===== config.mk =====
export PLATFORM = sky130hd
export DESIGN_NAME = dmem_port_arbiter
export DESIGN_NICKNAME = d
export VERILOG_FILES = /design/src/rtl/riscvy_pkg.sv /design/src/rtl/dmem_arb_starve_ctr.sv /design/src/rtl/dmem_port_arbiter.sv
export SDC_FILE = /design/constraint.sdc
export NUM_CORES = 1
export LEC_CHECK = 0
export ABC_AREA = 0
export BUFFER_PORTS_ARGS = -buffer_cell sky130_fd_sc_hd__buf_2
export CORE_AREA = 10 10 218 220
export CTS_CLUSTER_SIZE = 8
export DETAILED_ROUTE_END_ITERATION = 10
export DIE_AREA = 0 0 228 230
export SETUP_SLACK_MARGIN = 0.15
export SLEW_MARGIN = 0
export SYNTH_ARGS = -nofsm -noshare
export SYNTH_HDL_FRONTEND = slang
export SYNTH_SLANG_ARGS = --single-unit

===== constraint.sdc =====
create_clock -name clk -period 2.4 [get_ports clk]
set_clock_uncertainty 0.1 [all_clocks]
set_input_delay 0.48 -clock clk [delete_from_list [all_inputs] [get_ports clk]]
set_output_delay 0.48 -clock clk [all_outputs]
set_load 0.03 [all_outputs]

===== src/rtl/riscvy_pkg.sv =====
// Shared types for the data-memory port arbiter.
// Holds the FSM state and owner enums plus a counter-width helper.
package riscvy_pkg;

    typedef enum logic [1:0] {
        ARB_IDLE,
        ARB_ACCESS,
        ARB_RESP
    } arb_state_e;

    typedef enum logic {
        OWN_CORE,
        OWN_AUX
    } arb_owner_e;

    // Bits needed to count 0..n-1, never less than one.
    function automatic int unsigned cnt_w(input int unsigned n);
        return (n > 1) ? $clog2(n) : 1;
    endfunction

endpackage


===== src/rtl/dmem_arb_starve_ctr.sv =====
// Saturating count of core grants made while aux was waiting.
// at_max forces the next arbitration in favour of aux.
module dmem_arb_starve_ctr
    import riscvy_pkg::*;
#(
    parameter int unsigned MAX = 4
) (
    input  logic clk,
    input  logic reset,
    input  logic inc,
    input  logic clr,
    output logic at_max
);

    localparam int unsigned W = cnt_w(MAX + 1);

    logic [W-1:0] cnt;

    assign at_max = (cnt == W'(MAX));

    // Clear wins over increment; increment stops at MAX.
    always_ff @(posedge clk or negedge reset) begin
        if (!reset) begin
            cnt <= '0;
        end else if (clr) begin
            cnt <= '0;
        end else if (inc && !at_max) begin
            cnt <= cnt + W'(1);
        end
    end

endmodule


===== src/rtl/dmem_port_arbiter.sv =====
// Two-requester arbiter for the single data-memory port (core vs aux).
// Optional DMEM_ARB_PERF_EN adds wait/grant/forced performance counters.
module dmem_port_arbiter
    import riscvy_pkg::*;
#(
    parameter int unsigned ADDR_W     = 64,
    parameter int unsigned DATA_W     = 64,
    parameter int unsigned MEM_LAT    = 1,
    parameter int unsigned STARVE_MAX = 4
) (
    input  logic              clk,
    input  logic              reset,
    input  logic              core_req,
    input  logic              core_we,
    input  logic [ADDR_W-1:0] core_addr,
    input  logic [DATA_W-1:0] core_wdata,
    output logic              core_done,
    output logic [DATA_W-1:0] core_rdata,
    output logic              core_stall,
    input  logic              aux_req,
    input  logic              aux_we,
    input  logic [ADDR_W-1:0] aux_addr,
    input  logic [DATA_W-1:0] aux_wdata,
    output logic              aux_done,
    output logic [DATA_W-1:0] aux_rdata,
    output logic              mem_read,
    output logic              mem_write,
    output logic [ADDR_W-1:0] mem_addr,
    output logic [DATA_W-1:0] mem_wdata,
    input  logic [DATA_W-1:0] mem_rdata
`ifdef DMEM_ARB_PERF_EN
   ,output logic [31:0]       perf_core_wait
   ,output logic [31:0]       perf_aux_grants
   ,output logic [15:0]       perf_forced
`endif
);

    localparam int unsigned LAT_W = cnt_w(MEM_LAT);

    arb_state_e        state;
    arb_state_e        state_nx;
    arb_owner_e        owner;
    logic              we_q;
    logic [ADDR_W-1:0] addr_q;
    logic [DATA_W-1:0] wdata_q;
    logic [LAT_W-1:0]  lat_cnt;
    logic              grant_core;
    logic              grant_aux;
    logic              at_max;
    logic              force_aux;
    logic              last_beat;
    logic              in_access;
    logic              in_idle;

    assign in_access = (state == ARB_ACCESS);
    assign in_idle   = (state == ARB_IDLE);
    assign force_aux = aux_req & at_max;
    assign last_beat = (lat_cnt == LAT_W'(MEM_LAT - 1));

    dmem_arb_starve_ctr #(
        .MAX (STARVE_MAX)
    ) u_starve (
        .clk    (clk),
        .reset  (reset),
        .inc    (grant_core & aux_req),
        .clr    (grant_aux | (in_idle & ~aux_req)),
        .at_max (at_max)
    );

    // State register.
    always_ff @(posedge clk or negedge reset) begin
        if (!reset) begin
            state <= ARB_IDLE;
        end else begin
            state <= state_nx;
        end
    end

    // Arbitration and sequencing: core first unless aux is starved.
    always_comb begin
        state_nx   = state;
        grant_core = 1'b0;
        grant_aux  = 1'b0;
        unique case (state)
            ARB_IDLE: begin
                if (core_req && !force_aux) begin
                    grant_core = 1'b1;
                    state_nx   = ARB_ACCESS;
                end else if (aux_req) begin
                    grant_aux = 1'b1;
                    state_nx  = ARB_ACCESS;
                end
            end
            ARB_ACCESS: begin
                if (last_beat) begin
                    state_nx = ARB_RESP;
                end
            end
            ARB_RESP: begin
                state_nx = ARB_IDLE;
            end
            default: begin
                state_nx = ARB_IDLE;
            end
        endcase
    end

    // Latency counter runs only while the strobe is held.
    always_ff @(posedge clk or negedge reset) begin
        if (!reset) begin
            lat_cnt <= '0;
        end else if (in_access && !last_beat) begin
            lat_cnt <= lat_cnt + LAT_W'(1);
        end else begin
            lat_cnt <= '0;
        end
    end

    // Capture the winner's request so it may drop req without effect.
    always_ff @(posedge clk or negedge reset) begin
        if (!reset) begin
            owner   <= OWN_CORE;
            we_q    <= 1'b0;
            addr_q  <= '0;
            wdata_q <= '0;
        end else if (grant_core) begin
            owner   <= OWN_CORE;
            we_q    <= core_we;
            addr_q  <= core_addr;
            wdata_q <= core_wdata;
        end else if (grant_aux) begin
            owner   <= OWN_AUX;
            we_q    <= aux_we;
            addr_q  <= aux_addr;
            wdata_q <= aux_wdata;
        end
    end

    // Read data lands in the owner's register on the last access beat.
    always_ff @(posedge clk or negedge reset) begin
        if (!reset) begin
            core_rdata <= '0;
            aux_rdata  <= '0;
        end else if (in_access && last_beat && !we_q) begin
            if (owner == OWN_CORE) begin
                core_rdata <= mem_rdata;
            end else begin
                aux_rdata <= mem_rdata;
            end
        end
    end

    assign mem_read   = in_access & ~we_q;
    assign mem_write  = in_access & we_q;
    assign mem_addr   = in_access ? addr_q : '0;
    assign mem_wdata  = in_access ? wdata_q : '0;
    assign core_done  = (state == ARB_RESP) && (owner == OWN_CORE);
    assign aux_done   = (state == ARB_RESP) && (owner == OWN_AUX);
    assign core_stall = core_req & ~core_done;

`ifdef DMEM_ARB_PERF_EN
    // Free-running wrap-around event counters.
    always_ff @(posedge clk or negedge reset) begin
        if (!reset) begin
            perf_core_wait  <= '0;
            perf_aux_grants <= '0;
            perf_forced     <= '0;
        end else begin
            perf_core_wait  <= perf_core_wait + 32'(core_stall);
            perf_aux_grants <= perf_aux_grants + 32'(grant_aux);
            perf_forced     <= perf_forced + 16'(grant_aux & core_req & at_max);
        end
    end
`endif

endmodule

# Yosys cells after proc, flatten, opt, wreduce, memory -nomap -nowiden
# Index checks and enable logic that the tools add are counted.
# Widths: inputs -> output; s select.
# totals
register_bits	264
latchBits	0
ramBits	0
romBits	0
out_inout_bits	261
wordCells	66
n_memories	0
# op_classes
n_addsub	2
multipliers	0
n_div	0
order_cmp	0
n_eq_ne	5
n_shift	0
mux	22
n_bitwise	12
n_reduce_logical	16
# op_table
cell	n
$mux 64	6
$mux 1	10
$logic_and 1x1->1	7
$and 1x1->1	6
$mux 2	3
$mux 3	2
$reduce_and 2->1	3
$not 1->1	5
$pmux 2 s2	1
$reduce_bool 2->1	2
$add 3x1->3 const B	1
$eq 3x3->1 const B	1
$logic_not 1->1	3
$ne 3x2->1 const B	1
$eq 2x1->1 const B	1
$eq 2x2->1 const B	1
$logic_not 2->1	1
$ne 2x2->1 const B	1
$add 1x1->1 const B	1
$or 1x1->1	1

# Logic depth before layout (Yosys ltp)
# depth
depth_word	10
mapped_depth	7

# Cells and area by module
# Synthesis repeated with hierarchy kept, for this count alone.
# unflattened
hier_cells	871
area_unflattened_um2	12618.4
# modules_own_cells
mod	instances	cells_each	area_per_inst_um2	seq_area_each_um2
dmem_port_arbiter	1	853	12425.7	6531.3
dmem_arb_starve_ctr	1	18	192.7	75.1

# Worst setup path before layout
# Ideal clock, no wire load.
# synth_timing
path_kind	register to output
startpoint	register state[0]
endpoint	output core_stall
t_arrival_ns	1.627
setup_slack_ns	0.193
path_stages_with_launch	3
cell_sequence	dfrtp_1 -> nor3b_1 -> nor2b_1
# synth_between
elab_chain_cells	4
# synth_rtl
item	line	rtl
start: declaration	dmem_port_arbiter.sv:40	arb_state_e state;
start signal: assignment	dmem_port_arbiter.sv:75	state <= state_nx;
$eq 2x2->1	dmem_port_arbiter.sv:157	assign core_done = (state == ARB_RESP) && (owner == OWN_CORE);
$logic_and 1x1->1	dmem_port_arbiter.sv:157	
named net core_done	dmem_port_arbiter.sv:17	output logic core_done,
$not 1->1	dmem_port_arbiter.sv:159	assign core_stall = core_req & ~core_done;
$and 1x1->1	dmem_port_arbiter.sv:159	
end: declaration	dmem_port_arbiter.sv:19	output logic core_stall,
# The timed path passes the listed nets, and every way through them passes these cells.

# Worst setup path after layout
# layout_timing
startpoint	register state[1]
endpoint	output mem_wdata[5]
# layout_between
elab_chain_cells	2
# layout_rtl
item	line	rtl
$eq 2x1->1	dmem_port_arbiter.sv:55	assign in_access = (state == ARB_ACCESS);
$mux 64	dmem_port_arbiter.sv:156	assign mem_wdata = in_access ? wdata_q : '0;
end: declaration	dmem_port_arbiter.sv:29	output logic [DATA_W-1:0] mem_wdata,
# No other way between the ends.

==> run_results.csv <==
group,metric,value,unit
setup_path,slowest_delay,0.41,ns
global_routing,antenna_found_initial,9,
clock_tree,cts_tree,"built",
setup_path,rr_startpoint,"state[0]",
drt,drt_wl_total,46600,um
synthesis,syn_nets,1195,
setup_path,cp_common_cell,"buf_12",
power,combPwrFrac,57.0,%
timing,fmax,420,MHz
synthesis,ys_seq_area_share,52.6,%
synthesis,syn_inst,867,
setup_path,critPathRequiredTime,1.82,ns
setup_path,crit_type,"reg -> out",
setup_path,slowest_stage,"dfrtp_2",
finish,drive_gt1_share,76.5,%
finish,nNetsFinal,1819,
synthesis,yosys-top-cells-area,"dfrtp_1 53%, mux2_2 29%, mux2_4 7.2%, and2_1 6.4%, buf_12 0.96%",
synthesis,synth.ff_latch_count,264,
clock_tree,cts_buffers,39,
setup_path,crit_path_cell_trace,"nor2b_4, buf_12, buf_12, buf_8, and2_4, buf_6",
power,p_seq_share,26.5,%
setup_path,r2r_end,"addr_q[52]",
synthesis,ys_warn_count,0,
power,p_leak,9.05,nW
setup_path,reg2reg_slack,0.21,ns
placement,dp_hpwl,35600,um
synthesis,synth_top_area_share,52.6,%
drt,drt_iter0_drc,338,
placement,place_congestion,0.837,
clock_tree,cts.htree.levels,2,
floorplan,start_util,29.3,%
flow_run,maxCapViolCount,0,
power,clockPowerShare,16.5,%
placement,place.port_buffers,586,
floorplan,core-area,42900,sq um
synthesis,syn_area,12500,sq um
synthesis,synth_top_area_cell,"dfrtp_1",
clock_tree,clock_sinks,264,
global_routing,grt_max_degree,65,
floorplan,dieArea,52400,sq um
timing,period_minus_slack,2.38,ns
setup_path,r2r_cells,7,
drt,vias_per_cell,4.48,
global_routing,overflow,0,
power,switching_share,39.9,%
synthesis,avgSynthCellArea,14.5,sq um
timing,hold_ws,0.0868,ns
timing,post-route-worst-setup-slack,0.0181,ns
hold_path,whs_path_depth,2,
floorplan,fp.dieW,228,um
hold_path,hold_end,"wdata_q[63]",
clock_tree,root_buffer,"clkbuf_16",
global_routing,grt.total_usage,17.0,%
power,power_density,1600,nW/um^2
placement,dpl.cell_count,2023,
finish,syn_to_final_growth,49.0,%
floorplan,die-height,230,um
hold_path,holdCritStartpoint,"core_wdata[63]",
finish,fin_cells,2088,
setup_path,start_kind,"register",
power,switchingPower,11.9,mW
timing,rsz0062_at_grt,"true",
clock_tree,clockBufferDepth,3,
global_routing,grt_pass1_wl,68300,um
setup_path,cp_data_arrival_time,1.80,ns
timing,fin_crit_sh,99.2,%
setup_path,crit_path_end_kind,"output port",
outcome,status,"completed",
timing,hold_viol_final,0,
hold_path,worst_hold_path_type,"in -> reg",
timing,slew_headroom,65.0,%
floorplan,rows,76,
timing,worstMarginPinSlew,0.525,ns
setup_path,crit_path_max_fanout,7,
timing,setup_viol,0,
drt,num_vias,9356,
drt,antenna_left,0,
floorplan,boundaryPins,587,
drt,drc,0,
clock_tree,insertion_delay,0.52,ns
power,ir_worst_vdd,0.771,mV
synthesis,synth_cell_types,30,
timing,slew_viol_final,0,
placement,post-place-ws,0.188,ns
clock_tree,clk_pin_slew_worst_paths,0.05,ns
drt,dr.pass1.iters,4,
global_routing,grt_pass1_vias,10500,
drt,wl_per_cell,22.3,um
power,p_int,18.0,mW
-- power by group through the flow --
stage               combinational (mW)  clock (mW)  sequential [mW]
finish                            17.0        4.93             7.91
global route                      17.9        5.27             8.18
CTS                               16.9        5.12             7.89
detailed placement                14.7           0             7.90
global placement                  14.5           0             7.81
floorplan                         8.00           0             9.89
-- placed cells by master (no fill, tap or decap), types with 2 or more instances in the layout --
master     Yosys  routed
inv_1          3       3
mux2_1         5       5
buf_8          0       7
and2_4         0      72
clkbuf_1      19       3
buf_2         16     453
and2_1       129      57
mux2_2       321     321
nor3b_4        0       2
nor2_1         6       6
diode_2        0       7
clkbuf_16      0      42
a21oi_1        2       2
mux2_4        60      60
buf_12         6      17
dfrtp_1      264     263
ha_1           2       2
nand2_1        3       3
buf_16         0       3
buf_4          0      35
buf_6          1     121
-- critical path, delay by kind of cell (launching register included) --
family | cells | cell delay, ns
DFF | 1 | 0.41
and+or+nand+nor | 2 | 0.31
buffers and inverters | 4 | 0.55
-- synth_stat cells --
| cell type | instances |
|---|---|
| a21oi_1 | 2 |
| a32o_1 | 1 |
| and2_1 | 129 |
| and3_1 | 1 |
| and3b_2 | 1 |
| buf_1 | 13 |
| buf_12 | 6 |
| buf_2 | 16 |
| buf_6 | 1 |
| clkbuf_1 | 19 |
| conb_1 | 1 |
| dfrtp_1 | 264 |
| ha_1 | 2 |
| inv_1 | 3 |
| mux2_1 | 5 |
| mux2_2 | 321 |
| mux2_4 | 60 |
| nand2_1 | 3 |
| nand2b_4 | 1 |
| nand3_1 | 2 |
| nor2_1 | 6 |
| nor2b_1 | 2 |
| nor3b_1 | 1 |
| nor3b_2 | 1 |
| nor4_4 | 1 |
| nor4b_1 | 1 |
| o2bb2ai_1 | 1 |
| o31ai_1 | 1 |
| or2_2 | 1 |
| or4b_4 | 1 |
-- worst max-delay path by stage --
stage               slack, ns  startpoint      endpoint  cells after the start
floorplan                0.19    state[0]    core_stall                      2
global placement         0.22     aux_req    wdata_q[9]                      6
detailed placement       0.19     aux_req     addr_q[5]                      6
CTS                     -0.04    state[1]  mem_wdata[5]                      6
global route            -0.04    state[1]  mem_wdata[5]                      6
finish                   0.02    state[1]  mem_wdata[5]                      6
-- repair_timing --
action,CTS,global route
pin swaps,16,8
gates cloned,2,1
endpoints found under the setup margin,131,142
setup buffers,7,1
hold endpoints to repair,47,0
gates resized for setup,316,32
hold buffers,1,0
-- routing by layer --
layer	track usage, %	vias to the layer above	wire (um)
li1	-	4270	-
met4	5.96	4	938
met2	30.7	329	24600
met3	4.67	56	3030
met5	0	-	32
met1	18.8	4697	18000
-- registers in the layout, summed over array words and instances, names as in the netlist --
name,count
core_rdata,64
u_starve.cnt,3
owner,1
state,2
lat_cnt,1
we_q,1
aux_rdata,64
wdata_q,64
addr_q,64
-- logic make-up after synthesis --
| kind of cell | Yosys count | share of synthesized area (%) |
|---|---|---|
| flip-flops | 264 | 52.6 |
| buffers and inverters | 58 | 2.73 |
| adder cells (fa/ha/maj) | 2 | 0.199 |
| multiplexers | 386 | 36.4 |
| other | 1 | 0.0299 |
| AO/OA/AOI/OAI | 5 | 0.289 |
| AND/OR/NAND/NOR | 151 | 7.68 |
-- per-stage QoR --
stage	util, %	setup TNS (ns)	area [sq um]	power (mW)
2_1_floorplan	-	0	12500	17.9
6_report	43.6	0	18700	29.9
5_1_grt	43.6	-0.500	18700	31.4
4_1_cts	43.3	-0.466	18600	30.0
3_5_place_dp	38.3	0	16400	22.6
3_3_place_gp	38.3	0	16400	22.4
-- final cells by class --
cell class              count  area [sq um]
diodes                      7          17.5
multi-input cells         545          5820
clock inverters             1          5.00
clock buffers              45          1050
well taps                 585           732
inverters                   3          11.3
fillers                  4033         24200
repair buffers            638          4460
flip-flops and latches    264          6610
No activity file was read; power rests on OpenSTA's default activity.
